### config.mk
export PLATFORM = sky130hd
export DESIGN_NAME = sdram_wb_arbiter
export DESIGN_NICKNAME = d
export VERILOG_FILES = /design/src/rtl/sdram_wb_pkg.sv /design/src/rtl/arb_watchdog.sv /design/src/rtl/sdram_wb_arbiter.sv
export SDC_FILE = /design/constraint.sdc
export NUM_CORES = 1
export LEC_CHECK = 0
export ABC_AREA = 1
export BUFFER_PORTS_ARGS = -buffer_cell sky130_fd_sc_hd__buf_2
export CORE_AREA = 2 2 126 128
export CTS_CLUSTER_DIAMETER = 150
export DETAILED_ROUTE_END_ITERATION = 6
export DIE_AREA = 0 0 128 130
export HOLD_SLACK_MARGIN = 0.03
export SLEW_MARGIN = 20
export SYNTH_ARGS = -nofsm -noshare
export SYNTH_HDL_FRONTEND = slang
export SYNTH_HIERARCHICAL = 1
export SYNTH_SLANG_ARGS = --single-unit
### constraint.sdc
create_clock -name CLKOUT -period 1.7 [get_ports CLKOUT]
set_input_delay 0.51 -clock CLKOUT [delete_from_list [all_inputs] [get_ports CLKOUT]]
set_output_delay 0.51 -clock CLKOUT [all_outputs]
set_load 0.005 [all_outputs]
### src/rtl/sdram_wb_pkg.sv
// Shared definitions for the SDRAM Wishbone arbiter.
// Contents:
//   - arb_state_t : arbiter FSM state encoding
//   - SDRAM_AW / SDRAM_DW : default address / data widths
//   - WB_*_IDLE   : values driven on Wishbone signals that nobody owns
package sdram_wb_pkg;

    localparam int SDRAM_AW = 32;
    localparam int SDRAM_DW = 32;

    typedef enum logic [1:0] {
        S_IDLE  = 2'd0,
        S_GNT0  = 2'd1,
        S_GNT1  = 2'd2,
        S_BLOCK = 2'd3
    } arb_state_t;

    localparam logic       WB_CYC_IDLE   = 1'b0;
    localparam logic       WB_STB_IDLE   = 1'b0;
    localparam logic       WB_WE_IDLE    = 1'b0;
    localparam logic       WB_ACK_IDLE   = 1'b0;
    localparam logic       WB_STALL_IDLE = 1'b1;
    localparam logic [3:0] WB_SEL_IDLE   = 4'h0;

endpackage

### src/rtl/arb_watchdog.sv
// Bus-ownership watchdog for sdram_wb_arbiter.
// Counts cycles while a grant is active and flags when the owner has gone
// TIMEOUT-1 cycles without an acknowledge. The counter saturates and never wraps.
// Ports:
//   i_clk      : clock (CLKOUT domain)
//   i_rst_n    : asynchronous active-low reset
//   i_clr      : clear counter (no owner, or slave ack)
//   i_en       : count enable (a master owns the bus)
//   o_expired  : count has reached TIMEOUT-1
module arb_watchdog
    import sdram_wb_pkg::*;
#(
    parameter int TIMEOUT = 64
) (
    input  logic i_clk,
    input  logic i_rst_n,
    input  logic i_clr,
    input  logic i_en,
    output logic o_expired
);

    localparam int            CW      = $clog2(TIMEOUT);
    localparam logic [CW-1:0] CNT_MAX = '1;
    localparam logic [CW-1:0] CNT_LIM = CW'(TIMEOUT - 1);

    logic [CW-1:0] r_cnt;

    always_ff @(posedge i_clk or negedge i_rst_n) begin
        if (!i_rst_n) begin
            r_cnt <= '0;
        end else if (i_clr) begin
            r_cnt <= '0;
        end else if (i_en && (r_cnt != CNT_MAX)) begin
            r_cnt <= r_cnt + 1'b1;
        end
    end

    assign o_expired = (r_cnt == CNT_LIM);

endmodule

### src/rtl/sdram_wb_arbiter.sv
// Two-master Wishbone arbiter in front of the single SDRAM slave port.
// Master 0 = USB FIFO ingest, master 1 = ConvNet engine. The bus is granted
// per Wishbone cycle and held while the owner keeps cyc high; a watchdog
// reclaims the bus from an owner that goes TIMEOUT-1 cycles without an ack.
// Build option:
//   SDRAM_ARB_RR_EN defined   -> round-robin tie-break (pointer starts at "last = 1")
//   SDRAM_ARB_RR_EN undefined -> fixed priority, master 0 wins ties
// Ports:
//   CLKOUT, rst_n                      : clock, async active-low reset
//   mX_cyc_i/stb_i/we_i/sel_i/addr_i/data_i : master X requests
//   mX_data_o/ack_o/stall_o            : responses to master X
//   cyc_i/stb_i/we_i/sel_i/addr_i/data_i    : requests to the SDRAM slave
//   data_o/stall_o/sdram_ack           : responses from the SDRAM slave
//   grant                              : one-hot current owner, 0 when idle
//   timeout_o                          : one-cycle pulse on watchdog release
module sdram_wb_arbiter
    import sdram_wb_pkg::*;
#(
    parameter int TIMEOUT = 64,
    parameter int AW      = SDRAM_AW,
    parameter int DW      = SDRAM_DW
) (
    input  logic          CLKOUT,
    input  logic          rst_n,
    input  logic          m0_cyc_i,
    input  logic          m0_stb_i,
    input  logic          m0_we_i,
    input  logic [3:0]    m0_sel_i,
    input  logic [AW-1:0] m0_addr_i,
    input  logic [DW-1:0] m0_data_i,
    output logic [DW-1:0] m0_data_o,
    output logic          m0_ack_o,
    output logic          m0_stall_o,
    input  logic          m1_cyc_i,
    input  logic          m1_stb_i,
    input  logic          m1_we_i,
    input  logic [3:0]    m1_sel_i,
    input  logic [AW-1:0] m1_addr_i,
    input  logic [DW-1:0] m1_data_i,
    output logic [DW-1:0] m1_data_o,
    output logic          m1_ack_o,
    output logic          m1_stall_o,
    output logic          cyc_i,
    output logic          stb_i,
    output logic          we_i,
    output logic [3:0]    sel_i,
    output logic [AW-1:0] addr_i,
    output logic [DW-1:0] data_i,
    input  logic [DW-1:0] data_o,
    input  logic          stall_o,
    input  logic          sdram_ack,
    output logic [1:0]    grant,
    output logic          timeout_o
);

    arb_state_t r_state;
    logic [1:0] r_grant;
    logic       r_timeout;
    logic       r_blk1;     // offender held in S_BLOCK is master 1
`ifdef SDRAM_ARB_RR_EN
    logic       r_last1;    // master 1 was granted most recently
`endif

    logic w_own0, w_own1, w_own_cyc, w_blk_cyc, w_oth_cyc, w_pick1, w_wd_exp;

    assign w_own0    = (r_state == S_GNT0);
    assign w_own1    = (r_state == S_GNT1);
    assign w_own_cyc = w_own1 ? m1_cyc_i : m0_cyc_i;
    assign w_blk_cyc = r_blk1 ? m1_cyc_i : m0_cyc_i;
    assign w_oth_cyc = r_blk1 ? m0_cyc_i : m1_cyc_i;

`ifdef SDRAM_ARB_RR_EN
    // On a tie, grant whichever master was not granted last.
    assign w_pick1 = m1_cyc_i && (!m0_cyc_i || !r_last1);
`else
    assign w_pick1 = m1_cyc_i && !m0_cyc_i;
`endif

    // Counter is held clear whenever nobody owns the bus, so every new grant starts at 0.
    arb_watchdog #(.TIMEOUT(TIMEOUT)) u_wd (
        .i_clk     (CLKOUT),
        .i_rst_n   (rst_n),
        .i_clr     (!(w_own0 || w_own1) || sdram_ack),
        .i_en      (w_own0 || w_own1),
        .o_expired (w_wd_exp)
    );

    always_ff @(posedge CLKOUT or negedge rst_n) begin
        if (!rst_n) begin
            r_state   <= S_IDLE;
            r_grant   <= 2'b00;
            r_timeout <= 1'b0;
            r_blk1    <= 1'b0;
`ifdef SDRAM_ARB_RR_EN
            r_last1   <= 1'b1;
`endif
        end else begin
            r_timeout <= 1'b0;
            case (r_state)
                S_IDLE: begin
                    if (m0_cyc_i || m1_cyc_i) begin
                        r_state <= w_pick1 ? S_GNT1 : S_GNT0;
                        r_grant <= w_pick1 ? 2'b10 : 2'b01;
`ifdef SDRAM_ARB_RR_EN
                        r_last1 <= w_pick1;
`endif
                    end
                end
                S_GNT0, S_GNT1: begin
                    // A normal release always passes through S_IDLE, giving the slave one idle cycle.
                    if (!w_own_cyc) begin
                        r_state <= S_IDLE;
                        r_grant <= 2'b00;
                    end else if (w_wd_exp) begin
                        r_state   <= S_BLOCK;
                        r_grant   <= 2'b00;
                        r_timeout <= 1'b1;
                        r_blk1    <= w_own1;
                    end
                end
                S_BLOCK: begin
                    // The non-offending master may take the bus straight away.
                    if (w_oth_cyc) begin
                        r_state <= r_blk1 ? S_GNT0 : S_GNT1;
                        r_grant <= r_blk1 ? 2'b01 : 2'b10;
`ifdef SDRAM_ARB_RR_EN
                        r_last1 <= !r_blk1;
`endif
                    end else if (!w_blk_cyc) begin
                        r_state <= S_IDLE;
                    end
                end
                default: begin
                    r_state <= S_IDLE;
                    r_grant <= 2'b00;
                end
            endcase
        end
    end

    assign grant     = r_grant;
    assign timeout_o = r_timeout;

    // Owner's request path is mirrored to the slave; cyc/stb are cut as soon as the watchdog expires.
    always_comb begin
        cyc_i      = WB_CYC_IDLE;
        stb_i      = WB_STB_IDLE;
        we_i       = WB_WE_IDLE;
        sel_i      = WB_SEL_IDLE;
        addr_i     = '0;
        data_i     = '0;
        m0_data_o  = '0;
        m0_ack_o   = WB_ACK_IDLE;
        m0_stall_o = WB_STALL_IDLE;
        m1_data_o  = '0;
        m1_ack_o   = WB_ACK_IDLE;
        m1_stall_o = WB_STALL_IDLE;
        if (w_own0) begin
            cyc_i      = m0_cyc_i && !w_wd_exp;
            stb_i      = m0_stb_i && !w_wd_exp;
            we_i       = m0_we_i;
            sel_i      = m0_sel_i;
            addr_i     = m0_addr_i;
            data_i     = m0_data_i;
            m0_data_o  = data_o;
            m0_ack_o   = sdram_ack;
            m0_stall_o = stall_o;
        end else if (w_own1) begin
            cyc_i      = m1_cyc_i && !w_wd_exp;
            stb_i      = m1_stb_i && !w_wd_exp;
            we_i       = m1_we_i;
            sel_i      = m1_sel_i;
            addr_i     = m1_addr_i;
            data_i     = m1_data_i;
            m1_data_o  = data_o;
            m1_ack_o   = sdram_ack;
            m1_stall_o = stall_o;
        end
    end

endmodule

==> reports/qor.csv <==
stage,metric,value,unit
timing,Final Max Tran Viols,0,
worst_setup_path,reg-to-reg startpoint,r_state[1]$_DFFE_PN0P_,
global_route,initial antenna violation count,2,
worst_setup_path,end of the critical path,m1_data_o[5],
global_route,grt ovf,0,
route,final WL,13.5,mm
worst_setup_path,CP max stage delay,0.42,ns
cells_and_area,Area growth syn-to-layout,140,%
cts,CTS H-tree depth,1,
worst_setup_path,Reg2Reg Capture Point,r_state[0]$_DFFE_PN0P_,
cells_and_area,design area,0.00522,mm2
cells_and_area,Reg area,300,um2
cts,"Hold-fix buffers, CTS",0,
yosys,"Cell Area, Synth",0.00218,mm2
cells_and_area,# fillers,1641,
status,violated checks,setup timing,
power_and_ir_drop,Tot Pwr,0.00708,W
cells_and_area,Final Core Density,33.9,%
worst_setup_path,Crit path depth,8,
cts,CTS sink count,12,
cts,TritonCTS Buffers,3,
cts,CTS tree,done,
cells_and_area,# nets final,904,
worst_setup_path,Setup crit start kind,register,
die,die area,0.0166,mm2
yosys,"Seq/Total Area, Yosys",13.8,%
route,vias per inst,4.17,
worst_setup_path,crit path cell chain,"inv_2, buf_6, ha_4, buf_12, clkbuf_16, nand2_4, nor2_2, buf_2",
cells_and_area,share of layout cells above drive strength 1,68.4,%
worst_setup_path,Reg2Reg Depth,15,
cells_and_area,combined area of the multi-input logic cells,0.00191,mm2
power_and_ir_drop,VDD IR-drop max,0.000569,V
worst_setup_path,"Data required, critical path",1.19,ns
timing,fin crit period,2.09,ns
yosys,Post-Syn Nets,549,
timing,Worst Clk Skew,0.000558,ns
die,Die Wd,128,um
timing,Final period util,123,%
die,Die Height,130,um
timing,Fin. Hold Viols,0,
worst_setup_path,Worst path slowest cell,dfrtp_1,
worst_setup_path,CP bufs+invs,5,
die,Core Footprint,0.0154,mm2
placement,post-detail-place hpwl,10.0,mm
placement,number of buffers added on ports,319,
yosys,yosys warns,6,
route,# DRC,0,
route,DRT antenna net count,0,
die,Initial Utilization,14.1,%
placement,area of placed instances,0.00428,mm2
yosys,Mean Syn Cell Area,5.98,um2
timing,setup violators final,145,
worst_setup_path,"Max FO, Critical Path",5,
die,io pins,320,
power_and_ir_drop,pwr/cell area,1360,mW/mm2
timing,fmax,479,MHz
worst_setup_path,crit path DAT,1.58,ns
worst_setup_path,CP Class,register to primary output,
worst_setup_path,Reg2Reg Setup Slack,-0.31,ns
timing,Slew @ Worst Pin,0.283,ns
hold_path,HP Class,input port to asynchronous set/reset pin,
cts,clk slew on worst S/H paths,0.04,ns
yosys,Post-Syn Instances,364,
yosys,"Distinct cells, synth",24,
global_route,vias in the first global route,3210,
die,# rows,46,
status,run status,"complete, but fails checks",
flow_run,Max-Cap Viols,0,
cts,later-pin clock latency in the skew report,0.24,ns
worst_setup_path,CP top delay family,buffers and inverters,
worst_setup_path,Setup crit start,r_state[0]$_DFFE_PN0P_,
timing,Slew HR,81.1,%
power_and_ir_drop,Leak,3.23,nW
route,vias after detailed routing,3802,
cts,clock root cell,clkbuf_16,
global_route,first-pass GRT wire length,17.5,mm
worst_setup_path,Setup crit end kind,primary output,
global_route,largest net degree at the start of global routing,29,
timing,Hold WS,0.146,ns
global_route,total track usage,13.4,%
route,drt first pass iters,4,
route,DR WL/cell,14.8,um
cells_and_area,post-route insts no fill,912,
cts,CTS Buffer Depth,2,
route,1st-iter DRT viols,211,
placement,DP Cell Count,885,
timing,min setup slack post-route,-0.389,ns
placement,global placement routability congestion,0.783,
timing,RSZ-0062 raised after global routing,true,
yosys,"FF+latch count, synth",12,
## worst register-to-register path: stages, from the launching register on
cell and delay (ns):
dfrtp_1 0.39, buf_6 0.13, buf_6 0.11, ha_4 0.18
buf_12 0.15, buf_16 0.15, buf_4 0.14, buf_6 0.12
inv_4 0.05, nand2_2 0.04, nand2_2 0.08, nand3_4 0.12
nand2_2 0.09, nor2_2 0.04, nand2_1 0.06, nand2_1 0.05
## logic make-up after synthesis
logic type      share of synthesized area, %
compound gates                          29.8
fa+ha+maj                               4.03
buf+inv                                 16.2
flops                                   13.8
simple gates                            36.2
## layout make-up
type                    count  area share (%)
well taps                 192            4.60
diodes                      2          0.0958
multi-input cells         269            36.6
inverters                  57            4.38
repair buffers            376            46.8
flip-flops and latches     12            5.75
clock buffers               4            1.70
## per-layer routing
metal / wire, um / track usage [%] / share of wire [%] / vias to the layer above
li1: - / - / - / 1904
met4: 36 / 1.87 / 0.27 / 0
met3: 707 / 1.15 / 5.2 / 4
met2: 6820 / 23.1 / 51 / 152
met1: 5910 / 18.8 / 44 / 1742
met5: 0 / 0 / 0 / -
## where the power goes
part	switching, W	internal [W]	total (W)
Clock	0.000124	0.000355	0.000479
Sequential	0.0000447	0.000344	0.000388
Combinational	0.00296	0.00325	0.00621
Total	0.00312	0.00395	0.00708
## Yosys cell counts
master    instances  area (um2)
nand3_1          16        80.1
o21bai_1          1        7.51
nand2_1         114         428
a22o_1           69         604
nor3_1            2        10.0
buf_4             4        30.0
nand2_2           2        12.5
clkbuf_1          2        7.51
nand4_1           1        6.26
dfrtp_1          12         300
nor2_2            2        12.5
o21ai_1           1        5.00
o21ai_0           2        10.0
nand2_8           1        20.0
nor2_4            1        11.3
ha_1              7        87.6
nand2_4           2        22.5
nor2_1           41         154
inv_1            50         188
nand3_2           3        30.0
buf_2            20         100
a21oi_1           3        15.0
inv_2             7        26.3
a21boi_1          1        7.51
## worst min-delay path by stage
stage / from / end / slack, ns / cells after the start
after CTS: rst_n / u_wd/r_cnt[1]$_DFFE_PN0P_ / 0.16 / 1
final: rst_n / u_wd/r_cnt[1]$_DFFE_PN0P_ / 0.15 / 1
after global placement: rst_n / u_wd/r_cnt[0]$_DFFE_PN0P_ / 0.41 / 1
after detailed placement: rst_n / u_wd/r_cnt[1]$_DFFE_PN0P_ / 0.41 / 1
after global routing: rst_n / u_wd/r_cnt[1]$_DFFE_PN0P_ / 0.17 / 1
after floorplan: rst_n / grant[0]$_DFFE_PN0P_ / 0.21 / 0
## placed cells by master (no fill, tap or decap), types with 2 or more instances in the layout
| master | count |
|---|---|
| a21oi_1 | 2 |
| a22o_1 | 69 |
| buf_12 | 8 |
| buf_16 | 9 |
| buf_2 | 315 |
| buf_4 | 23 |
| buf_6 | 15 |
| buf_8 | 3 |
| clkbuf_16 | 6 |
| dfrtp_1 | 12 |
| diode_2 | 2 |
| ha_1 | 2 |
| ha_4 | 4 |
| inv_1 | 43 |
| inv_2 | 10 |
| inv_4 | 3 |
| nand2_1 | 70 |
| nand2_2 | 32 |
| nand2_4 | 16 |
| nand3_1 | 14 |
| nand3_2 | 3 |
| nand3_4 | 2 |
| nor2_1 | 10 |
| nor2_2 | 27 |
| nor2_4 | 7 |
## registers in the layout (all words and copies together), names as in the netlist
register and count:
timeout_o 1, grant 2, r_state 2, r_blk1 1, u_wd/r_cnt 6
## metrics by stage
stage	TNS [ns]	setup slack, ns
floorplan	0	0.00400
global placement	-17.07	-0.192
detailed placement	-17.30	-0.206
CTS	-50.09	-0.410
global route	-55.92	-0.472
finish	-46.62	-0.389
## what timing repair did
action | 4_1_cts | 5_1_grt
gates resized for setup | 44 | 87
buffers inserted | 5 | 6
pin swaps | 3 | 16
setup endpoints to repair | 143 | 151
gates cloned | 8 | 4
(Power assumes the default switching activity.)
